--- src/rtl/medidor_periodo.sv ---
// medidor_periodo: measures the period of a pre-synchronized wave in
// clock_FPGA cycles and holds the result under a valid/ack handshake.
// Optional feature macro: PROMEDIO_EN (average over 2^LOG2_PERIODOS periods).
module medidor_periodo #(
    parameter int ANCHO_CONTADOR = 16,
    parameter int LOG2_PERIODOS  = 2
) (
    input  logic                      clock_FPGA,
    input  logic                      reset,
    input  logic                      senial_sincronizada,
    input  logic                      iniciar,
    input  logic                      leido,
    output logic [ANCHO_CONTADOR-1:0] periodo,
    output logic                      periodo_valido,
    output logic                      desborde,
    output logic                      ocupado
);

    typedef enum logic [1:0] {
        REPOSO        = 2'd0,
        ESPERA_FLANCO = 2'd1,
        MIDIENDO      = 2'd2,
        LISTO         = 2'd3
    } estado_t;

    estado_t                   estado, estado_sig;
    logic                      previo;
    logic                      flanco;
    logic [ANCHO_CONTADOR-1:0] contador;
    logic                      contador_max;
    logic [ANCHO_CONTADOR-1:0] valor_captura;
    logic                      ultimo;

    // Decoded actions for the datapath, produced by the FSM.
    logic arranca, incrementa, reinicia_cont, acumula, captura, satura, libera;

`ifdef PROMEDIO_EN
    localparam int ACC_W = ANCHO_CONTADOR + LOG2_PERIODOS;
    localparam int NP_W  = LOG2_PERIODOS + 1;

    logic [ACC_W-1:0] acumulador;
    logic [ACC_W-1:0] suma;
    logic [NP_W-1:0]  num_periodos;

    // Truncating mean: the sum of 2^LOG2 periods always fits in ACC_W bits.
    function automatic logic [ANCHO_CONTADOR-1:0] promedio(input logic [ACC_W-1:0] s);
        logic [ACC_W-1:0] d;
        d = s >> LOG2_PERIODOS;
        return d[ANCHO_CONTADOR-1:0];
    endfunction

    assign suma          = acumulador + ACC_W'(contador);
    assign ultimo        = (num_periodos == NP_W'((1 << LOG2_PERIODOS) - 1));
    assign valor_captura = promedio(suma);
`else
    assign ultimo        = 1'b1;
    assign valor_captura = contador;
`endif

    assign flanco       = senial_sincronizada & ~previo;
    assign contador_max = (contador == {ANCHO_CONTADOR{1'b1}});

    // State register.
    always_ff @(posedge clock_FPGA or posedge reset) begin
        if (reset) estado <= REPOSO;
        else       estado <= estado_sig;
    end

    // Next-state, busy flag and datapath action decode; an edge beats saturation.
    always_comb begin
        estado_sig    = estado;
        ocupado       = 1'b0;
        arranca       = 1'b0;
        incrementa    = 1'b0;
        reinicia_cont = 1'b0;
        acumula       = 1'b0;
        captura       = 1'b0;
        satura        = 1'b0;
        libera        = 1'b0;
        case (estado)
            REPOSO: begin
                if (iniciar) begin
                    arranca    = 1'b1;
                    estado_sig = ESPERA_FLANCO;
                end
            end
            ESPERA_FLANCO: begin
                ocupado = 1'b1;
                if (flanco) begin
                    reinicia_cont = 1'b1;
                    estado_sig    = MIDIENDO;
                end else if (contador_max) begin
                    satura     = 1'b1;
                    estado_sig = LISTO;
                end else begin
                    incrementa = 1'b1;
                end
            end
            MIDIENDO: begin
                ocupado = 1'b1;
                if (flanco) begin
                    acumula = 1'b1;
                    if (ultimo) begin
                        captura    = 1'b1;
                        estado_sig = LISTO;
                    end else begin
                        reinicia_cont = 1'b1;
                    end
                end else if (contador_max) begin
                    satura     = 1'b1;
                    estado_sig = LISTO;
                end else begin
                    incrementa = 1'b1;
                end
            end
            LISTO: begin
                if (leido) begin
                    libera     = 1'b1;
                    estado_sig = REPOSO;
                end
            end
            default: estado_sig = REPOSO;
        endcase
    end

    // Edge-detector history, period counter and held result registers.
    always_ff @(posedge clock_FPGA or posedge reset) begin
        if (reset) begin
            previo         <= 1'b1;
            contador       <= '0;
            periodo        <= '0;
            periodo_valido <= 1'b0;
            desborde       <= 1'b0;
        end else begin
            previo <= senial_sincronizada;
            if (arranca) begin
                contador <= '0;
                desborde <= 1'b0;
            end
            if (incrementa)    contador <= contador + 1'b1;
            if (reinicia_cont) contador <= {{(ANCHO_CONTADOR-1){1'b0}}, 1'b1};
            if (captura) begin
                periodo        <= valor_captura;
                periodo_valido <= 1'b1;
            end
            if (satura) begin
                periodo        <= {ANCHO_CONTADOR{1'b1}};
                desborde       <= 1'b1;
                periodo_valido <= 1'b1;
            end
            if (libera) periodo_valido <= 1'b0;
        end
    end

`ifdef PROMEDIO_EN
    // Running sum and count of completed periods for the average.
    always_ff @(posedge clock_FPGA or posedge reset) begin
        if (reset) begin
            acumulador   <= '0;
            num_periodos <= '0;
        end else if (arranca) begin
            acumulador   <= '0;
            num_periodos <= '0;
        end else if (acumula) begin
            acumulador   <= suma;
            num_periodos <= num_periodos + 1'b1;
        end
    end
`endif

endmodule

--- config.mk ---
export PLATFORM = sky130hd
export DESIGN_NAME = medidor_periodo
export DESIGN_NICKNAME = d
export VERILOG_FILES = /design/src/rtl/medidor_periodo.sv
export SDC_FILE = /design/constraint.sdc
export NUM_CORES = 1
export LEC_CHECK = 0
export CORE_MARGIN = 4
export CORE_UTILIZATION = 45
export DETAILED_ROUTE_END_ITERATION = 7
export PLACE_DENSITY = 0.66
export REMOVE_ABC_BUFFERS = 1
export SLEW_MARGIN = 15
export SYNTH_ARGS = -nofsm -noshare
export SYNTH_HDL_FRONTEND = slang
export SYNTH_SLANG_ARGS = --single-unit
--- constraint.sdc ---
create_clock -name clock_FPGA -period 2.7 [get_ports clock_FPGA]
set_input_delay 0.54 -clock clock_FPGA [delete_from_list [all_inputs] [get_ports clock_FPGA]]
set_output_delay 0.54 -clock clock_FPGA [all_outputs]
set_load 0.1 [all_outputs]
==> impl_metrics.py <==
metrics = {
    "status": {
        "outcome": "finished, final reports clean",
    },
    "global_route": {
        "antenna_found_initial": 0,
        "grt_max_degree": 38,
        "track_usage_pct": 17.69,
        "grt.overflow.total": 0,
        "grt_pass1_wl_um": 7196,
        "first_global_vias": 1535,
    },
    "floorplan": {
        "fp.dieW_um": 72.13,
        "coreArea_um2": 4000,
        "die_height_um": 72.13,
        "fp-row-count": 23,
        "start_util_pct": 46.26,
        "die_area_um2": 5202,
        "ios": 24,
    },
    "drt": {
        "vias": 1515,
        "drc_errors": 0,
        "routedWlPerCell_um": 14.13,
        "drt-total-wl_um": 4000,
        "drt-pass1-iter-count": 4,
        "ant_nets": 0,
        "drt_iter0_markers": 68,
        "avgViaCountPerCell": 5.353,
    },
    "cts": {
        "clk_pin_slew_worst_paths_ps": 70,
        "cts_sinks": 37,
        "ctsResizeCount": 0,
        "cts-root-buf": "clkbuf_8",
        "cts_hold_buf": 0,
        "worstSkewPairLatency_ps": 300,
        "cts_max_path_buffers": 2,
        "numCtsBuffers": 5,
        "post_cts.repair.setup_buffers": 0,
        "cts_tree": "yes",
        "htree_levels": 2,
    },
    "critical_path": {
        "cp_data_arrival_time_ps": 2320,
        "cp-startpoint": "contador[0]$_DFFE_PP0P_",
        "reg2regPathDepth": 5,
        "required_ps": 2900,
        "r2r_start": "contador[0]$_DFFE_PP0P_",
        "start_kind": "flip-flop",
        "critPathKind": "flip-flop to flip-flop",
        "crit_path_max_fanout": 18,
        "regToRegEndpoint": "periodo_valido$_DFFE_PP0P_",
        "reg2reg_slack_ps": 580,
        "endpoint": "periodo_valido$_DFFE_PP0P_",
        "end_kind": "flip-flop",
    },
    "yosys": {
        "synth_top_area_cell": "dfrtp_1",
        "syn_inst": 203,
        "synth_top_area_share_pct": 48.68,
        "avgSynthCellArea_um2": 9.116,
        "synth_seq_cells": 37,
        "synthFlopType": "dfrtp_1",
        "synth_edf_count": 0,
        "synth-async-reset-ratio_pct": 100.0,
        "synth_cell_types": 36,
        "seq_area_frac_synth_pct": 50.10,
        "synth_area_leaders": "dfrtp_1 49%, nand2_1 8.9%, nand3_1 5.9%",
        "yosysWarnings": 0,
        "netlist_area_um2": 1851,
    },
    "power": {
        "internal_power_mw": 1.331,
        "power.clock.fraction_pct": 22.3,
        "switchingPower_mw": 1.238,
        "pwr-share-seq_pct": 28.6,
        "ir_worst_vdd_mv": 0.8057,
        "p_leak_nw": 1.057,
        "p_sw_share_pct": 48.21,
        "pwr-share-comb_pct": 49.1,
        "power.density_nw_per_um2": 1148,
    },
    "sta": {
        "rsz0062_at_grt": "no",
        "timing.final.crit_period_ps": 2120,
        "clock_skew_ps": 7.009,
        "max_freq_mhz": 471.7,
        "min_period_over_period_pct": 78.53,
        "hold_viol": 0,
        "tightest_slew_ps": 533.1,
        "fin_setup_tns_ps": 0,
        "finalSetupViolCount": 0,
        "relSlewSlack_pct": 64.13,
        "drv_slew": 0,
    },
    "finish": {
        "drive_above_1_share_pct": 16.31,
        "final_area_um2": 2237,
        "syn2layout_area_growth_pct": 20.89,
        "ff_latch_area_um2": 927.1,
        "layout.nets": 243,
        "fin_cells": 283,
        "fill_cells": 367,
        "multi_input_area_um2": 844.6,
        "final_core_util_pct": 55.93,
        "diodes": 0,
    },
    "placement": {
        "place.gp.congestion": 0.7781,
        "dp.cells": 275,
        "placed_area_um2": 2103,
        "io_buffers": 23,
        "dp_hpwl_um": 2786,
    },
    "worst_hold_path": {
        "hp-class": "flip-flop to flip-flop",
    },
    "run": {
        "cap_violations": 0,
    },
}
## power groups by stage
stage | clock network, mW | logic, mW | registers (mW)
finish | 0.573 | 1.26 | 0.734
global route | 0.609 | 1.34 | 0.754
CTS | 0.584 | 1.27 | 0.736
detailed placement | 0 | 1.26 | 0.745
global placement | 0 | 1.26 | 0.743
floorplan | 0 | 0.477 | 1.24
## critical path, cell delays in order, from the launching register on
cell,delay [ps]
dfrtp_1,460
ha_1,310
nand4_1,170
nor4_4,390
nand3_2,410
a22oi_1,280
## worst min path at each step
stage | start | end | cells past startpoint
final | desborde$_DFFE_PP0P_ | desborde$_DFFE_PP0P_ | 2
after global routing | desborde$_DFFE_PP0P_ | desborde$_DFFE_PP0P_ | 2
after CTS | desborde$_DFFE_PP0P_ | desborde$_DFFE_PP0P_ | 2
after detailed placement | desborde$_DFFE_PP0P_ | desborde$_DFFE_PP0P_ | 2
after global placement | desborde$_DFFE_PP0P_ | desborde$_DFFE_PP0P_ | 2
after floorplan | contador[15]$_DFFE_PP0P_ | contador[15]$_DFFE_PP0P_ | 1
## final cells by class
cell class / count / area share (%)
Sequential cell: 37 / 41.44
Multi-Input combinational cell: 148 / 37.75
Timing Repair Buffer: 29 / 10.18
Clock buffer: 5 / 3.076
Clock inverter: 3 / 2.908
Tap cell: 50 / 2.796
Inverter: 11 / 1.846
## layout by cell type, fill, tap and decap left out, types with 2 or more instances in the layout
master / netlist / final
buf_4: 0 / 25
o21ai_1: 4 / 4
nand3_1: 22 / 22
clkdlybuf4s50_1: 0 / 4
nor3_1: 2 / 2
or3_1: 7 / 7
ha_1: 6 / 6
nor2_1: 7 / 7
dfrtp_1: 36 / 36
nand4_1: 5 / 5
a22oi_1: 4 / 4
nand2_1: 44 / 44
o211ai_1: 6 / 6
o21ai_0: 9 / 9
bufinv_16: 0 / 2
a211oi_1: 2 / 2
inv_1: 11 / 11
a21oi_1: 7 / 7
clkbuf_8: 0 / 5
and3_1: 2 / 2
xor2_1: 2 / 2
o31ai_1: 5 / 5
## per-layer routing
| layer | share of wire, % | wire, um | vias to the layer above | GRT usage, % |
|---|---|---|---|---|
| met5 | 0 | 0 | - | 0 |
| met1 | 49 | 1951 | 707 | 24.75 |
| met3 | 4.6 | 185 | 7 | 4.294 |
| li1 | - | - | 772 | - |
| met2 | 45 | 1799 | 29 | 26.39 |
| met4 | 1.6 | 63 | 0 | 7.098 |
## registers in the layout, summed over array words and instances (netlist names)
register	cells
contador	16
desborde	1
estado	2
periodo	16
periodo_valido	1
previo	1
## Yosys cell counts, drive strengths merged (5+ instances only)
master,n
or3,7
o21ai,13
inv,11
nand2,44
nand3,23
nor2,7
o31ai,5
ha,6
dfrtp,36
o211ai,6
a21oi,7
nand4,5
## per-stage QoR
| stage | worst slack [ps] | power, mW | hold slack [ps] |
|---|---|---|---|
| after floorplan | 259.2 | 1.717 | 501.4 |
| after global placement | 493.4 | 2.000 | 464.2 |
| after detailed placement | 437.7 | 2.008 | 472.8 |
| after CTS | 516.2 | 2.588 | 492.0 |
| after global routing | 382.9 | 2.703 | 520.0 |
| final | 579.8 | 2.569 | 488.2 |
## cell families after synthesis
group | Yosys count | synth area share (%)
adder cells (fa/ha/maj) | 6 | 4.057
buffers and inverters | 18 | 4.259
XOR/XNOR | 3 | 1.420
multiplexers | 1 | 0.5409
AO/OA/AOI/OAI | 41 | 14.06
AND/OR/NAND/NOR | 97 | 25.56
flip-flops | 37 | 50.10
No activity file was read; power rests on OpenSTA's default activity.
